## src/rtl/usb_pkg.sv

```systemverilog
// Shared definitions for the FX2 upload-channel arbiter.
//   usb_state_e   : arbiter FSM states (idle, packet transfer, inter-packet gap)
//   PKT_WORDS_DEF : default packet length in 16-bit words
//   SRC_IQ        : source index of the IQ sample FIFO
//   SRC_STAT      : source index of the status/telemetry FIFO
package usb_pkg;

   typedef enum logic [1:0] {
      StIdle = 2'd0,
      StXfer = 2'd1,
      StGap  = 2'd2
   } usb_state_e;

   localparam int unsigned PKT_WORDS_DEF = 256;

   localparam logic SRC_IQ   = 1'b0;
   localparam logic SRC_STAT = 1'b1;

endpackage

```

## src/rtl/usb_rr_pick2.sv

```systemverilog
// Combinational two-way round-robin picker. The pointer register lives in the
// parent so it only advances when a pick is actually taken.
//   req0_i, req1_i : source eligibility
//   rr_ptr_i       : source granted last time
//   valid_o        : at least one source eligible
//   pick_o         : chosen source index
module usb_rr_pick2 (
   input  logic req0_i,
   input  logic req1_i,
   input  logic rr_ptr_i,
   output logic valid_o,
   output logic pick_o
);

   always_comb begin
      valid_o = req0_i | req1_i;
      if (req0_i && req1_i) begin
         // Contention: the source that did not go last wins.
         pick_o = ~rr_ptr_i;
      end else begin
         pick_o = req1_i;
      end
   end

endmodule

```

## src/rtl/usb_up_arbiter.sv

```systemverilog
// Packet-granular round-robin scheduler for the FX2 upload channel. Shares the
// channel between two show-ahead FIFOs (src0: IQ samples, src1: status), one
// fixed-length packet per grant, with a forced inter-packet gap, a completion
// watchdog and per-source packet counters.
//   clk_24m, rst_n          : clock, async active-low reset
//   en                      : upload enable
//   srcN_level/dat/rd       : source FIFO level, show-ahead word, read strobe
//   up_req/grant/dat/fin    : fx2 upload handshake
//   active_src              : source of current or last packet
//   pkt_cnt0, pkt_cnt1      : completed packets per source (wrapping)
//   timeout_err/overrun_err : sticky error flags
module usb_up_arbiter
   import usb_pkg::*;
#(
   parameter int unsigned PKT_WORDS = PKT_WORDS_DEF,
   parameter int unsigned LVL_W     = 10,
   parameter int unsigned GAP_CYC   = 4,
   parameter int unsigned TIMEOUT   = 65535
) (
   input  logic             clk_24m,
   input  logic             rst_n,
   input  logic             en,
   input  logic [LVL_W-1:0] src0_level,
   input  logic [15:0]      src0_dat,
   output logic             src0_rd,
   input  logic [LVL_W-1:0] src1_level,
   input  logic [15:0]      src1_dat,
   output logic             src1_rd,
   output logic             up_req,
   input  logic             up_grant,
   output logic [15:0]      up_dat,
   input  logic             up_fin,
   output logic             active_src,
   output logic [15:0]      pkt_cnt0,
   output logic [15:0]      pkt_cnt1,
   output logic             timeout_err,
   output logic             overrun_err
);

   localparam int unsigned WC_W  = $clog2(PKT_WORDS) + 1;
   localparam int unsigned GAP_W = (GAP_CYC > 1) ? $clog2(GAP_CYC) : 1;

   localparam logic [LVL_W-1:0] PKT_LVL  = LVL_W'(PKT_WORDS);
   localparam logic [WC_W-1:0]  PKT_WC   = WC_W'(PKT_WORDS);
   localparam logic [15:0]      WD_LAST  = 16'(TIMEOUT - 1);
   localparam logic [GAP_W-1:0] GAP_LAST = GAP_W'(GAP_CYC - 1);

   usb_state_e       state_q, state_d;
   logic             up_req_q, up_req_d;
   logic             active_q, active_d;
   logic             rr_q, rr_d;
   logic [WC_W-1:0]  word_cnt_q, word_cnt_d;
   logic [15:0]      wd_q, wd_d;
   logic [GAP_W-1:0] gap_q, gap_d;
   logic [15:0]      pkt_cnt0_q, pkt_cnt0_d;
   logic [15:0]      pkt_cnt1_q, pkt_cnt1_d;
   logic             timeout_q, timeout_d;
   logic             overrun_q, overrun_d;

   logic elig0, elig1;
   logic pick_valid, pick_src;
   logic words_left;

   assign elig0 = (src0_level >= PKT_LVL);
   assign elig1 = (src1_level >= PKT_LVL);

   usb_rr_pick2 u_pick (
      .req0_i   (elig0),
      .req1_i   (elig1),
      .rr_ptr_i (rr_q),
      .valid_o  (pick_valid),
      .pick_o   (pick_src)
   );

   assign words_left = (word_cnt_q < PKT_WC);

   always_comb begin
      state_d    = state_q;
      up_req_d   = up_req_q;
      active_d   = active_q;
      rr_d       = rr_q;
      word_cnt_d = word_cnt_q;
      wd_d       = wd_q;
      gap_d      = gap_q;
      pkt_cnt0_d = pkt_cnt0_q;
      pkt_cnt1_d = pkt_cnt1_q;
      timeout_d  = timeout_q;
      overrun_d  = overrun_q;
      src0_rd    = 1'b0;
      src1_rd    = 1'b0;

      unique case (state_q)
         StIdle: begin
            if (en && pick_valid) begin
               state_d    = StXfer;
               up_req_d   = 1'b1;
               active_d   = pick_src;
               rr_d       = pick_src;
               word_cnt_d = '0;
               wd_d       = '0;
            end
         end

         StXfer: begin
            // A grant with the final word in the same cycle as up_fin is still
            // read here before the packet is closed below.
            if (up_grant) begin
               if (words_left) begin
                  word_cnt_d = word_cnt_q + 1'b1;
                  src0_rd    = (active_q == SRC_IQ);
                  src1_rd    = (active_q == SRC_STAT);
               end else begin
                  overrun_d = 1'b1;
               end
            end
            wd_d = wd_q + 16'd1;
            if (up_fin) begin
               state_d    = StGap;
               up_req_d   = 1'b0;
               word_cnt_d = '0;
               gap_d      = '0;
               if (active_q == SRC_STAT) begin
                  pkt_cnt1_d = pkt_cnt1_q + 16'd1;
               end else begin
                  pkt_cnt0_d = pkt_cnt0_q + 16'd1;
               end
            end else if (wd_q == WD_LAST) begin
               // Abandoned packet: not counted as completed.
               state_d    = StGap;
               up_req_d   = 1'b0;
               word_cnt_d = '0;
               gap_d      = '0;
               timeout_d  = 1'b1;
            end
         end

         StGap: begin
            if (gap_q == GAP_LAST) begin
               state_d = StIdle;
            end else begin
               gap_d = gap_q + 1'b1;
            end
         end

         default: begin
            state_d  = StIdle;
            up_req_d = 1'b0;
         end
      endcase
   end

   always_ff @(posedge clk_24m or negedge rst_n) begin
      if (!rst_n) begin
         state_q    <= StIdle;
         up_req_q   <= 1'b0;
         active_q   <= 1'b0;
         rr_q       <= 1'b1;
         word_cnt_q <= '0;
         wd_q       <= '0;
         gap_q      <= '0;
         pkt_cnt0_q <= '0;
         pkt_cnt1_q <= '0;
         timeout_q  <= 1'b0;
         overrun_q  <= 1'b0;
      end else begin
         state_q    <= state_d;
         up_req_q   <= up_req_d;
         active_q   <= active_d;
         rr_q       <= rr_d;
         word_cnt_q <= word_cnt_d;
         wd_q       <= wd_d;
         gap_q      <= gap_d;
         pkt_cnt0_q <= pkt_cnt0_d;
         pkt_cnt1_q <= pkt_cnt1_d;
         timeout_q  <= timeout_d;
         overrun_q  <= overrun_d;
      end
   end

   assign up_dat      = active_q ? src1_dat : src0_dat;
   assign up_req      = up_req_q;
   assign active_src  = active_q;
   assign pkt_cnt0    = pkt_cnt0_q;
   assign pkt_cnt1    = pkt_cnt1_q;
   assign timeout_err = timeout_q;
   assign overrun_err = overrun_q;

endmodule

```

## config.mk

```make
export PLATFORM = sky130hd
export DESIGN_NAME = usb_up_arbiter
export DESIGN_NICKNAME = d
export VERILOG_FILES = /design/src/rtl/usb_pkg.sv /design/src/rtl/usb_rr_pick2.sv /design/src/rtl/usb_up_arbiter.sv
export SDC_FILE = /design/constraint.sdc
export NUM_CORES = 1
export LEC_CHECK = 0
export BUFFER_PORTS_ARGS = -buffer_cell sky130_fd_sc_hd__buf_2
export CAP_MARGIN = 15
export CORE_MARGIN = 2
export CORE_UTILIZATION = 50
export DETAILED_ROUTE_END_ITERATION = 10
export PLACE_DENSITY = 0.89
export SYNTH_ARGS = -nofsm -noshare
export SYNTH_HDL_FRONTEND = slang
export SYNTH_HIERARCHICAL = 1
export SYNTH_SLANG_ARGS = --single-unit
export TNS_END_PERCENT = 10
```

## constraint.sdc

```tcl
create_clock -name clk_24m -period 2.5 [get_ports clk_24m]
set_input_delay 0.5 -clock clk_24m [delete_from_list [all_inputs] [get_ports clk_24m]]
set_output_delay 0.5 -clock clk_24m [all_outputs]
set_load 0.01 [all_outputs]
```

; Word level (Yosys, flattened, before mapping)
; Cells that the tools add are included.
[word_totals]
regBits = 66
latchBits = 0
ramBits = 0
mem_bits_ro = 0
input_bits = 57
elab_cells = 79
mem_count = 0
[classes]
addsub = 5
multipliers = 0
div_mod_pow = 0
n_lt_le_gt_ge = 3
n_eq_ne = 10
n_shift = 0
mux = 29
n_bitwise = 6
n_reduce_logical = 15
[ops]
columns = op, count
row1 = 16-bit by 1-bit adder with 16-bit output (second input constant), 3
row2 = 9-bit two-way mux, 5
row3 = 16-bit two-way mux, 2
row4 = 16-bit one-hot mux with 2 select lines, 1
row5 = 3-bit AND reduction, 7
row6 = 10-bit by 9-bit >= comparator with 1-bit output (second input constant), 2
row7 = 9-bit one-hot mux with 2 select lines, 1
row8 = 16-bit == test (second input constant), 1
row9 = 2-bit two-way mux, 7
row10 = 1-bit two-way mux, 10
row11 = 9-bit by 1-bit adder with 9-bit output (second input constant), 1
row12 = 9-bit < comparator (second input constant), 1
row13 = 4-bit inequality test (second input constant), 2
row14 = 2-bit inequality test (second input constant), 3
row15 = 2-bit one-hot mux with 3 select lines, 1
row16 = 1-bit NOT, 5
row17 = 2-bit == test (second input constant), 2
row18 = 2-bit one-hot mux with 2 select lines, 1
row19 = 2-bit AND reduction, 2
row20 = 4-bit AND reduction, 1
row21 = 2-bit nonzero test, 2
row22 = 3-bit inequality test (second input constant), 1
row23 = 1-bit one-hot mux with 3 select lines, 1
row24 = 2-bit by 1-bit adder with 2-bit output (second input constant), 1
row25 = 4 further kinds, 5

; Logic depth before layout (Yosys ltp)
; Gate-level depths: netlist of the first run.
[logic_depth]
ltp_word = 6
ltp_mapped = 7
depth_no_buf = 6

; Modules after synthesis
; Netlist of the first run, hierarchy kept.
[by_module_without_submodules]
columns = mod, instances, cells_per_inst, area_per_inst_um2, seq_area_each_um2
row1 = usb_up_arbiter, 1, 329, 3348.2, 1652.8
row2 = usb_rr_pick2, 1, 2, 13.8, 0.0

; Least setup slack after synthesis of the first run
; No wires, ideal clock.
[synth_path]
path_type = input to register
from = input src1_level[9]
to = register wd_q[8]
arrival_ps = 1732
setup_slack_ps = 658
stages = 7
path_cell_list = or2_2 or2_1 a21oi_1 or2_2 clkbuf_1 o21ai_0 o41ai_1
[synth_between]
elab_chain_len = 5
[synth_rtl]
columns = element, line_no
row1 = start: declaration, usb_up_arbiter.sv:26  ; input logic [LVL_W-1:0] src1_level,
row2 = 10-bit by 9-bit >= comparator with 1-bit output, usb_up_arbiter.sv:65  ; assign elig1 = (src1_level >= PKT_LVL);
row3 = 1-bit OR, usb_rr_pick2.sv:16  ; valid_o = req0_i | req1_i;
row4 = via pick_valid, usb_up_arbiter.sv:61  ; logic pick_valid, pick_src;
row5 = 1-bit logical AND, usb_up_arbiter.sv:94  ; if (en && pick_valid) begin
row6 = 2-bit inequality test (no line), n/a
row7 = 2-bit AND reduction (no line), n/a
row8 = end signal: assignment, usb_up_arbiter.sv:171  ; wd_q <= wd_d;
row9 = end: declaration, usb_up_arbiter.sv:53  ; logic [15:0] wd_q, wd_d;
; The timed path passes the listed nets, and every way through them passes these cells.
; A chain may end at the register's enable or synchronous reset.

; Worst setup path after layout of the first run
[layout_path]
from = register state_q[0]
to = output src1_rd
[layout_between]
elab_chain_len = 2
[layout_rtl]
columns = element, line_no
row1 = start: declaration, usb_up_arbiter.sv:48  ; usb_state_e state_q, state_d;
row2 = start signal: assignment, usb_up_arbiter.sv:154  ; state_q <= StIdle;
row3 = start signal: assignment, usb_up_arbiter.sv:166  ; state_q <= state_d;
row4 = 2-bit by 1-bit == test with 1-bit output, usb_up_arbiter.sv:92  ; unique case (state_q)
row5 = 1-bit two-way mux, usb_up_arbiter.sv:92
row6 = end: declaration, usb_up_arbiter.sv:28  ; output logic src1_rd,
; No other way between the ends.

==> results of run 1 <==
-- critical path: stages (launching register included) --
cell	delay [ns]
dfrtp_1	0.57
nor2b_1	0.23
buf_4	0.24
and3_1	0.17
buf_2	0.13
-- where the power goes --
part           total, mW  switching (mW)  leakage [nW]  internal [mW]
combinational      0.979           0.546          1.02          0.433
sequential          1.37           0.168         0.883           1.20
clock               1.08           0.418         0.113          0.666
-- sequential cells by signal, summed over array words and instances, names as in the netlist --
register and cells:
up_req 1, gap_q 2, wd_q 16, rr_q 1
word_cnt_q 9, overrun_err 1, pkt_cnt1 16, pkt_cnt0 16
timeout_err 1, active_src 1, state_q 2
-- routing by layer --
| metal | global-route usage, % | up-vias | part of all wire [%] |
|---|---|---|---|
| met3 | 6.45 | 6 | 5.6 |
| met4 | 5.19 | 0 | 0.65 |
| met1 | 28.1 | 1393 | 44 |
| met5 | 0 | - | 0 |
| li1 | - | 1396 | - |
| met2 | 34.8 | 99 | 50 |
-- stage by stage --
stage / power (mW) / hold slack [ns] / instance area [sq um]
finish: 3.43 / 0.316 / 4160
CTS: 3.45 / 0.352 / 4160
global placement: 2.31 / 0.448 / 3920
floorplan: 2.00 / 0.204 / 3360
global route: 3.63 / 0.393 / 4160
detailed placement: 2.35 / 0.455 / 3920
-- cells in the final DEF, fill, tap and decap left out, drive strengths merged, types with 2 or more instances in the layout --
cell type and count:
clkinvlp 2, nand2 47, o311ai 4, nand4 16
buf 99, mux2i 6, dfrtp 65, and3 11
o211ai 3, ha 6, xor2 8, clkbuf 10
bufinv 3, o41ai 3, o21ai 11, or2 7
nand2b 4, and4 2, nor2 12, o31ai 3
a31oi 6, a21oi 6, nor3 3, o22ai 3
inv 12, or4 3, nand3 18, mux2 16
nor4 7, nor2b 2, xnor2 23, nand3b 2
-- kinds of logic after synthesis --
| kind of cell | Yosys count |
|---|---|
| buffers and inverters | 22 |
| AO/OA/AOI/OAI | 45 |
| adder cells (fa/ha/maj) | 6 |
| XOR/XNOR | 31 |
| flip-flops | 66 |
| multiplexers | 22 |
| AND/OR/NAND/NOR | 139 |
-- layout make-up --
type	count	share of cell area, %
tap	77	2.31
inverter	11	0.992
multi-input combinational	243	39.0
clock buffer	10	3.06
clock inverter	6	2.73
timing repair buffer	99	12.2
sequential	66	39.7
-- cells in the mapped netlist (8+ instances only) --
cell type | count | area (sq um)
o21ai_0 | 11 | 55.1
nand4_1 | 15 | 93.8
xor2_1 | 8 | 70.1
xnor2_1 | 23 | 201
nand3_1 | 18 | 90.1
dfrtp_1 | 65 | 1630
mux2_2 | 16 | 180
inv_1 | 11 | 41.3
nor2_1 | 12 | 45.0
and3_1 | 11 | 68.8
nand2_1 | 47 | 176
-- path summary, 6_finish.rpt --
check                                   from             to  slack (ns)  cells after the start
worst max-delay path              state_q[0]        src1_rd        0.33                      4
worst min-delay path                   rst_n   pkt_cnt1[10]        0.32                      2
worst max register to register       wd_q[7]  word_cnt_q[5]        0.40                      4
worst min register to register  pkt_cnt0[15]   pkt_cnt0[15]        0.47                      1
max in group asynchronous              rst_n  word_cnt_q[1]        1.65                      2
min in group clk_24m                  up_fin    timeout_err        0.46                      2
==> impl_metrics.json, run 1 <==
{
  "multi_input_area_sq_um": 1620,
  "synth-compound-area-share_pct": 8.86,
  "postLayoutCoreUtil_pct": 64.8,
  "numPortBuffers": 94,
  "htreeDepth": 3,
  "yosysSeqAreaShare_pct": 49.2,
  "synth_top_family_by_area": "simple AND/OR/NAND/NOR gates",
  "ant_nets": 0,
  "worst_slew_pin_slew_ns": 0.800,
  "cp_max_fo": 15,
  "clock-sinks": 66,
  "fin_setup_tns_ns": 0,
  "grt_pass1_vias": 2752,
  "drtIter0Drc": 215,
  "netlist_instances": 331,
  "fillers": 485,
  "insertion_delay_ns": 0.34,
  "status": "finished, final reports clean",
  "grt.overflow.total": 0,
  "dieHeight_um": 86,
  "clk_pin_slew_ns": 0.08,
  "ys.flop_type": "dfrtp_1",
  "min_period_ns": 2.17,
  "ys.warnings.count": 6,
  "timing.fmax_mhz": 461,
  "wl_per_cell_um": 15.3,
  "synth_edf_count": 0,
  "firstDrtPassIters": 5,
  "slew-limit-headroom_pct": 46.6,
  "routed-via-count": 2894,
  "synthArstFlopShare_pct": 100,
  "antenna_cells": 0,
  "core_area_sq_um": 6420,
  "die_area_sq_um": 7400,
  "hp-class": "input port to async pin",
  "synth_fa_ha_area_share_pct": 2.23,
  "cts.path.max_buffers": 2,
  "rows": 29,
  "start_kind": "register",
  "cts_tree": "yes",
  "dp_hpwl_mm": 5.54,
  "io_pins": 111,
  "yosys.area_share.xor_xnor_pct": 8.08,
  "maxCapViolCount": 0,
  "cts_setup_buffers": 0,
  "instances_no_fill": 512,
  "path_class": "register to output port",
  "synth_area_sq_um": 3360,
  "grt_pass1_wl_mm": 12.7,
  "rsz0062_at_grt": "false",
  "drive_gt1_share_pct": 32.2,
  "globalRouteTotalUtil_pct": 21.4,
  "post_cts_resized": 0,
  "grt_antenna_before_repair": 0,
  "cts_buffers": 9,
  "place_ws_ns": 0.399,
  "post-route-drc-count": 0,
  "cts_root_buffer": "clkbuf_8",
  "dp.cells": 496,
  "gp_congestion": 0.851,
  "area_growth_pct": 23.9,
  "start_util_pct": 52.3,
  "layout_setup_ws_ns": 0.329,
  "synth_mux_area_share_pct": 7.15,
  "hold_viol": 0,
  "nNetsFinal": 493,
  "syn-num-nets": 394,
  "syn_avg_cell_area_sq_um": 10.2,
  "synth_seq_cells": 66,
  "synthSimpleGateAreaFrac_pct": 22.0,
  "cp-end-kind": "output port",
  "drv_slew": 0,
  "finalSetupViolCount": 0,
  "totalWireLength_mm": 7.84,
  "cts_hold_buf": 0,
  "via_per_inst": 5.65,
  "power.leakage_nw": 2.02,
  "peakVddDrop_mv": 0.416,
  "clock-skew-final_ns": 0.00723,
  "powerDensity_nw_per_um2": 825,
  "grt_max_degree": 67,
  "regArea_sq_um": 1650,
  "critPathArrivalTime_ns": 1.67,
  "min_period_over_period_pct": 86.9,
  "required_ns": 2.00,
  "yosys.cell_types.count": 46,
  "die_x_um": 86
}
No activity file was read; power rests on OpenSTA's default activity.
==> run 2, diff against run 1 <==
--- a/config.mk
+++ b/config.mk
@@ -9,6 +9,7 @@
 export CAP_MARGIN = 15
 export CORE_MARGIN = 2
 export CORE_UTILIZATION = 50
+export CTS_BUF_LIST = sky130_fd_sc_hd__clkbuf_8
 export DETAILED_ROUTE_END_ITERATION = 10
 export PLACE_DENSITY = 0.89
 export SYNTH_ARGS = -nofsm -noshare
==> run 2 against run 1 <==
Fmax about the same; wire length up 0.18%; critical path depth unchanged; worst hold slack better by 0.0040 ns; register-to-register slack about the same; setup slack worse by 0.00073 ns; cell area unchanged; combinational power about the same; utilization unchanged; cell count unchanged; total power down 0.13%; clock-buffer cell count down 1; critical path type unchanged; largest power group unchanged.
==> impl_metrics.json, run 2 (same netlist as run 1, synthesis figures left out) <==
{
  "path_class": "register to output port",
  "required_ns": 2.00,
  "ant_nets": 0,
  "fillers": 485,
  "drv_slew": 0,
  "cp-end-kind": "output port",
  "ff2ff_setup_slack_ns": 0.41,
  "status": "finished, final reports clean",
  "globalRouteTotalUtil_pct": 21.4,
  "grt_pass1_wl_mm": 12.7,
  "slowest_stage": "dfrtp_1",
  "cts_root_buffer": "clkbuf_8",
  "path_buf_inv": 2,
  "drive_gt1_share_pct": 32.2,
  "rsz0062_at_grt": "false",
  "regArea_sq_um": 1650,
  "fin_setup_tns_ns": 0,
  "grt_pass1_vias": 2752,
  "hold_viol": 0,
  "grt_antenna_before_repair": 0,
  "powerDensity_nw_per_um2": 824,
  "io_pins": 111,
  "power.leakage_nw": 2.02,
  "crit_chain": "nor2b_1 > buf_4 > and3_1 > buf_2",
  "finalSetupViolCount": 0,
  "firstDrtPassIters": 4,
  "multi_input_area_sq_um": 1620,
  "start_util_pct": 52.3,
  "hp-class": "input port to async pin",
  "min_period_ns": 2.17,
  "cp_slowest_stage_delay_ns": 0.57,
  "nNetsFinal": 493,
  "start_kind": "register",
  "antenna_cells": 0,
  "post-route-drc-count": 0,
  "wl_per_cell_um": 15.3,
  "area_growth_pct": 23.9,
  "grt_max_degree": 67,
  "routed-via-count": 2883,
  "final_area_sq_um": 4160,
  "slew-limit-headroom_pct": 46.5,
  "dieHeight_um": 86,
  "via_per_inst": 5.63,
  "numPortBuffers": 94,
  "clk_pin_slew_ns": 0.08,
  "critPathArrivalTime_ns": 1.67,
  "cts_setup_buffers": 0,
  "post_cts_resized": 0,
  "cts.path.max_buffers": 2,
  "peakVddDrop_mv": 0.416,
  "layout_common_cells": "94 x buf_2, 65 x dfrtp_1, 47 x nand2_1, 23 x xnor2_1, 18 x nand3_1",
  "dpl_cell_area_sq_um": 3920,
  "cp_max_fo": 15,
  "core_area_sq_um": 6420,
  "maxCapViolCount": 0,
  "cp_top_family": "flip-flops",
  "gp_congestion": 0.851,
  "min_period_over_period_pct": 86.9,
  "final_common_cell": "buf_2",
  "dp_hpwl_mm": 5.54,
  "drtIter0Drc": 215,
  "clock-sinks": 66,
  "cts_buffers": 9,
  "insertion_delay_ns": 0.34,
  "rows": 29,
  "htreeDepth": 3,
  "die_x_um": 86,
  "grt.overflow.total": 0,
  "cts_tree": "yes",
  "timing.fmax_mhz": 460,
  "die_area_sq_um": 7400,
  "worst_slew_pin_slew_ns": 0.802,
  "totalWireLength_mm": 7.85,
  "clock-skew-final_ns": 0.00768,
  "cts_hold_buf": 0
}
==> run 2: cell types whose count changed in the layout (fill, tap and decap cells not counted), sizes merged <==
cell,delta
clkbuf,-1
inv,+1
==> run 2: stage by stage <==
stage          hold slack [ns]  setup slack [ns]  instances  utilization (%)  power (mW)
6_report                 0.320             0.328        512             64.8        3.43
5_1_grt                  0.393             0.159        512             64.8        3.63
3_5_place_dp             0.455             0.399        496             61.1        2.35
3_3_place_gp             0.448             0.506        496             61.1        2.31
4_1_cts                  0.352             0.337        512             64.8        3.44
2_1_floorplan            0.204             0.658        331                -        2.00
==> run 2: per-layer routing <==
layer  up-vias  track usage, %  part of all wire (%)
li1       1398               -                     -
met1      1382            28.1                    44
met2        98            34.8                    50
met3         5            6.45                   5.4
met4         0            5.19                  0.67
met5         -               0                     0
==> run 2: path summary, 6_finish.rpt <==
| path | start | depth (start not counted) | end |
|---|---|---|---|
| setup / recovery | state_q[0] | 4 | src1_rd |
| min in group clk_24m | up_fin | 2 | timeout_err |
| max in group asynchronous | rst_n | 2 | word_cnt_q[1] |
| setup reg to reg | wd_q[7] | 4 | word_cnt_q[5] |
| hold / removal | rst_n | 2 | pkt_cnt1[10] |
| hold reg to reg | rr_q | 2 | rr_q |
==> run 2: cell type report <==
| class | count | share of cell area [%] |
|---|---|---|
| multi-input combinational | 243 | 39.0 |
| timing repair buffer | 99 | 12.2 |
| sequential | 66 | 39.7 |
| clock inverter | 7 | 2.82 |
| tap | 77 | 2.31 |
| clock buffer | 9 | 2.97 |
| inverter | 11 | 0.992 |
==> run 2: power breakdown <==
part	switching, mW	internal [mW]
Combinational	0.546	0.433
Sequential	0.169	1.20
Clock	0.418	0.662
Total	1.13	2.30
==> run 2: worst reg2reg max path, stage by stage (launching register included) <==
cell and delay [ns]:
dfrtp_1 0.48, nand4_4 0.17, or4_1 0.79, nand2_1 0.33, o311ai_0 0.18
==> run 3, diff against run 2 <==
--- a/config.mk
+++ b/config.mk
@@ -5,13 +5,14 @@
 export SDC_FILE = /design/constraint.sdc
 export NUM_CORES = 1
 export LEC_CHECK = 0
+export ABC_AREA = 1
 export BUFFER_PORTS_ARGS = -buffer_cell sky130_fd_sc_hd__buf_2
 export CAP_MARGIN = 15
 export CORE_MARGIN = 2
 export CORE_UTILIZATION = 50
 export CTS_BUF_LIST = sky130_fd_sc_hd__clkbuf_8
 export DETAILED_ROUTE_END_ITERATION = 10
-export PLACE_DENSITY = 0.89
+export PLACE_DENSITY = 0.87
 export SYNTH_ARGS = -nofsm -noshare
 export SYNTH_HDL_FRONTEND = slang
 export SYNTH_HIERARCHICAL = 1
==> run 3 against run 2 <==
Wire length grew 13%; critical path type unchanged; non-clock buffer count grew 2; critical endpoint unchanged; synthesized area grew 14%; clock-buffer cell count unchanged; synthesized cell count grew 57%.
==> impl_metrics.json, run 3 <==
{
  "status": "finished, final reports clean",
  "htreeDepth": 3,
  "min_period_ns": 1.91,
  "final_common_cell": "nand2_1",
  "path_class": "register to output port",
  "die_x_um": 91.4,
  "synthTopCellsByCount": "183 x nand2_1, 65 x dfrtp_1, 63 x inv_1, 42 x nor2_1, 35 x nand3_1",
  "grt_pass1_wl_mm": 15.1,
  "slew-limit-headroom_pct": 65.4,
  "synth_seq_cells": 66,
  "die_area_sq_um": 8360,
  "nNetsFinal": 686,
  "cts_hold_buf": 0,
  "hp-class": "input port to async pin",
  "ys.warnings.count": 6,
  "dp.cells": 711,
  "power_mw": 3.82,
  "finalSetupViolCount": 0,
  "start_kind": "register",
  "area_growth_pct": 21.9,
  "required_ns": 2.00,
  "regToRegStartpoint": "state_q[1]",
  "slowest_stage": "dfrtp_1",
  "ys.flop_type": "dfrtp_1",
  "yosysSeqAreaShare_pct": 43.3,
  "critPathArrivalTime_ns": 1.41,
  "netlist_instances": 519,
  "globalRouteTotalUtil_pct": 22.4,
  "cp_slowest_stage_delay_ns": 0.42,
  "dp_hpwl_mm": 6.78,
  "rsz0062_at_grt": "false",
  "use_met1_pct": 26.9,
  "drive_gt1_share_pct": 23.1,
  "synthArstFlopShare_pct": 100,
  "post_cts_resized": 0,
  "clock-skew-final_ns": 0.0106,
  "maxCapViolCount": 0,
  "cts.path.max_buffers": 2,
  "cts_root_buffer": "clkbuf_8",
  "grt_antenna_before_repair": 0,
  "r2r_end": "gap_q[1]",
  "cts_setup_buffers": 0,
  "syn-num-nets": 582,
  "cts_buffers": 9,
  "synth.top_cell.area_share_pct": 42.6,
  "clk_pin_slew_ns": 0.08,
  "cp_max_fo": 5,
  "layout_common_cells": "183 x nand2_1, 94 x buf_2, 65 x dfrtp_1, 64 x inv_1, 42 x nor2_1",
  "hold_viol": 0,
  "cp-startpoint": "word_cnt_q[8]",
  "post-route-drc-count": 0,
  "peakVddDrop_mv": 0.425,
  "power.leakage_nw": 2.45,
  "antenna_cells": 0,
  "worst_slew_pin_slew_ns": 0.519,
  "totalWireLength_mm": 8.89,
  "routed-via-count": 3634,
  "grt_pass1_vias": 3445,
  "r2r_cells": 9,
  "numPortBuffers": 94,
  "grt_max_degree": 25,
  "drtIter0Drc": 158,
  "yosys.cell_types.count": 37,
  "powerDensity_nw_per_um2": 819,
  "grt.overflow.total": 0,
  "yosysMostFrequentCell": "nand2_1",
  "synth_area_leader_cell": "dfrtp_1",
  "use_met2_pct": 39.0,
  "synth_area_sq_um": 3820,
  "rows": 31,
  "dieHeight_um": 91.4,
  "cp-end-kind": "output port",
  "cts_tree": "yes",
  "synth_edf_count": 0,
  "crit_chain": "nor2_1 > inv_1 > nor3_1 > buf_2",
  "ant_nets": 0,
  "start_util_pct": 52.1,
  "ff2ff_setup_slack_ns": 0.82,
  "core_area_sq_um": 7330,
  "min_period_over_period_pct": 76.2,
  "synth_area_leaders": "dfrtp_1 43%, nand2_1 18%, inv_1 6.2%",
  "clock-sinks": 66,
  "instances_no_fill": 727,
  "firstDrtPassIters": 5,
  "io_pins": 111,
  "use_met3_pct": 4.98,
  "insertion_delay_ns": 0.35,
  "via_per_inst": 5.00,
  "timing.fmax_mhz": 525,
  "syn_avg_cell_area_sq_um": 7.36,
  "drv_slew": 0,
  "fin_setup_tns_ns": 0,
  "gp_congestion": 0.850,
  "wl_per_cell_um": 12.2,
  "top_usage_layer": "met2"
}
run 3: cell types whose count changed in the layout (fill, tap and decap cells not counted), moves of 5 or more:
cell / delta
nor3_1: +8
nand3_1: +17
mux2i_1: -6
nor4_1: -6
nor2_1: +30
and3_1: -11
xnor2_1: -14
a31oi_1: -5
xor2_1: +6
inv_1: +52
nand2_1: +136
mux2_2: -16
o21ai_2: +6
o21ai_0: +12
run 3: worst max-delay path: cells and delay by family, from the launching register on:
| family | cells | cell delay (ns) |
|---|---|---|
| buffers and inverters | 2 | 0.30 |
| flip-flops | 1 | 0.42 |
| AND/OR/NAND/NOR | 2 | 0.34 |
run 3: stage by stage:
step | area [sq um] | hold slack (ns) | setup slack [ns] | util [%]
floorplan | 3820 | 0.204 | 0.676 | -
global placement | 4420 | 0.449 | 0.541 | 60.2
detailed placement | 4420 | 0.460 | 0.510 | 60.2
CTS | 4660 | 0.121 | 0.589 | 63.5
global route | 4660 | 0.142 | 0.516 | 63.5
finish | 4660 | 0.123 | 0.594 | 63.5
run 3: cells by family after synthesis:
group	count (synthesis)	synth area share, %
buffers and inverters	75	8.02
AND/OR/NAND/NOR	304	34.4
AO/OA/AOI/OAI	45	7.04
adder cells (fa/ha/maj)	6	1.96
XOR/XNOR	23	5.27
flip-flops	66	43.3
run 3: cell type report:
cell class | count | area (sq um)
multi-input combinational | 378 | 1860
sequential | 66 | 1650
clock inverter | 7 | 119
timing repair buffer | 101 | 523
inverter | 67 | 254
tap | 99 | 124
clock buffer | 9 | 124
fill | 606 | 2670
run 3: worst max path at each step:
stage / to / slack [ns] / depth (start not counted)
after floorplan: word_cnt_q[5] / 0.68 / 8
after global placement: wd_q[3] / 0.54 / 8
after detailed placement: wd_q[5] / 0.51 / 8
after CTS: src1_rd / 0.59 / 4
after global routing: src1_rd / 0.52 / 4
final: src1_rd / 0.59 / 4
run 3: power by group:
part | internal (mW) | switching, mW
logic | 0.445 | 0.836
registers | 1.25 | 0.190
clock network | 0.662 | 0.435
run 3: layer usage:
| layer | wire, um | share of wire [%] | vias up |
|---|---|---|---|
| met2 | 4320 | 49 | 114 |
| met3 | 556 | 6.3 | 9 |
| met4 | 83 | 0.93 | 0 |
| met5 | 0 | 0 | - |
| met1 | 3930 | 44 | 1666 |
| li1 | - | - | 1845 |
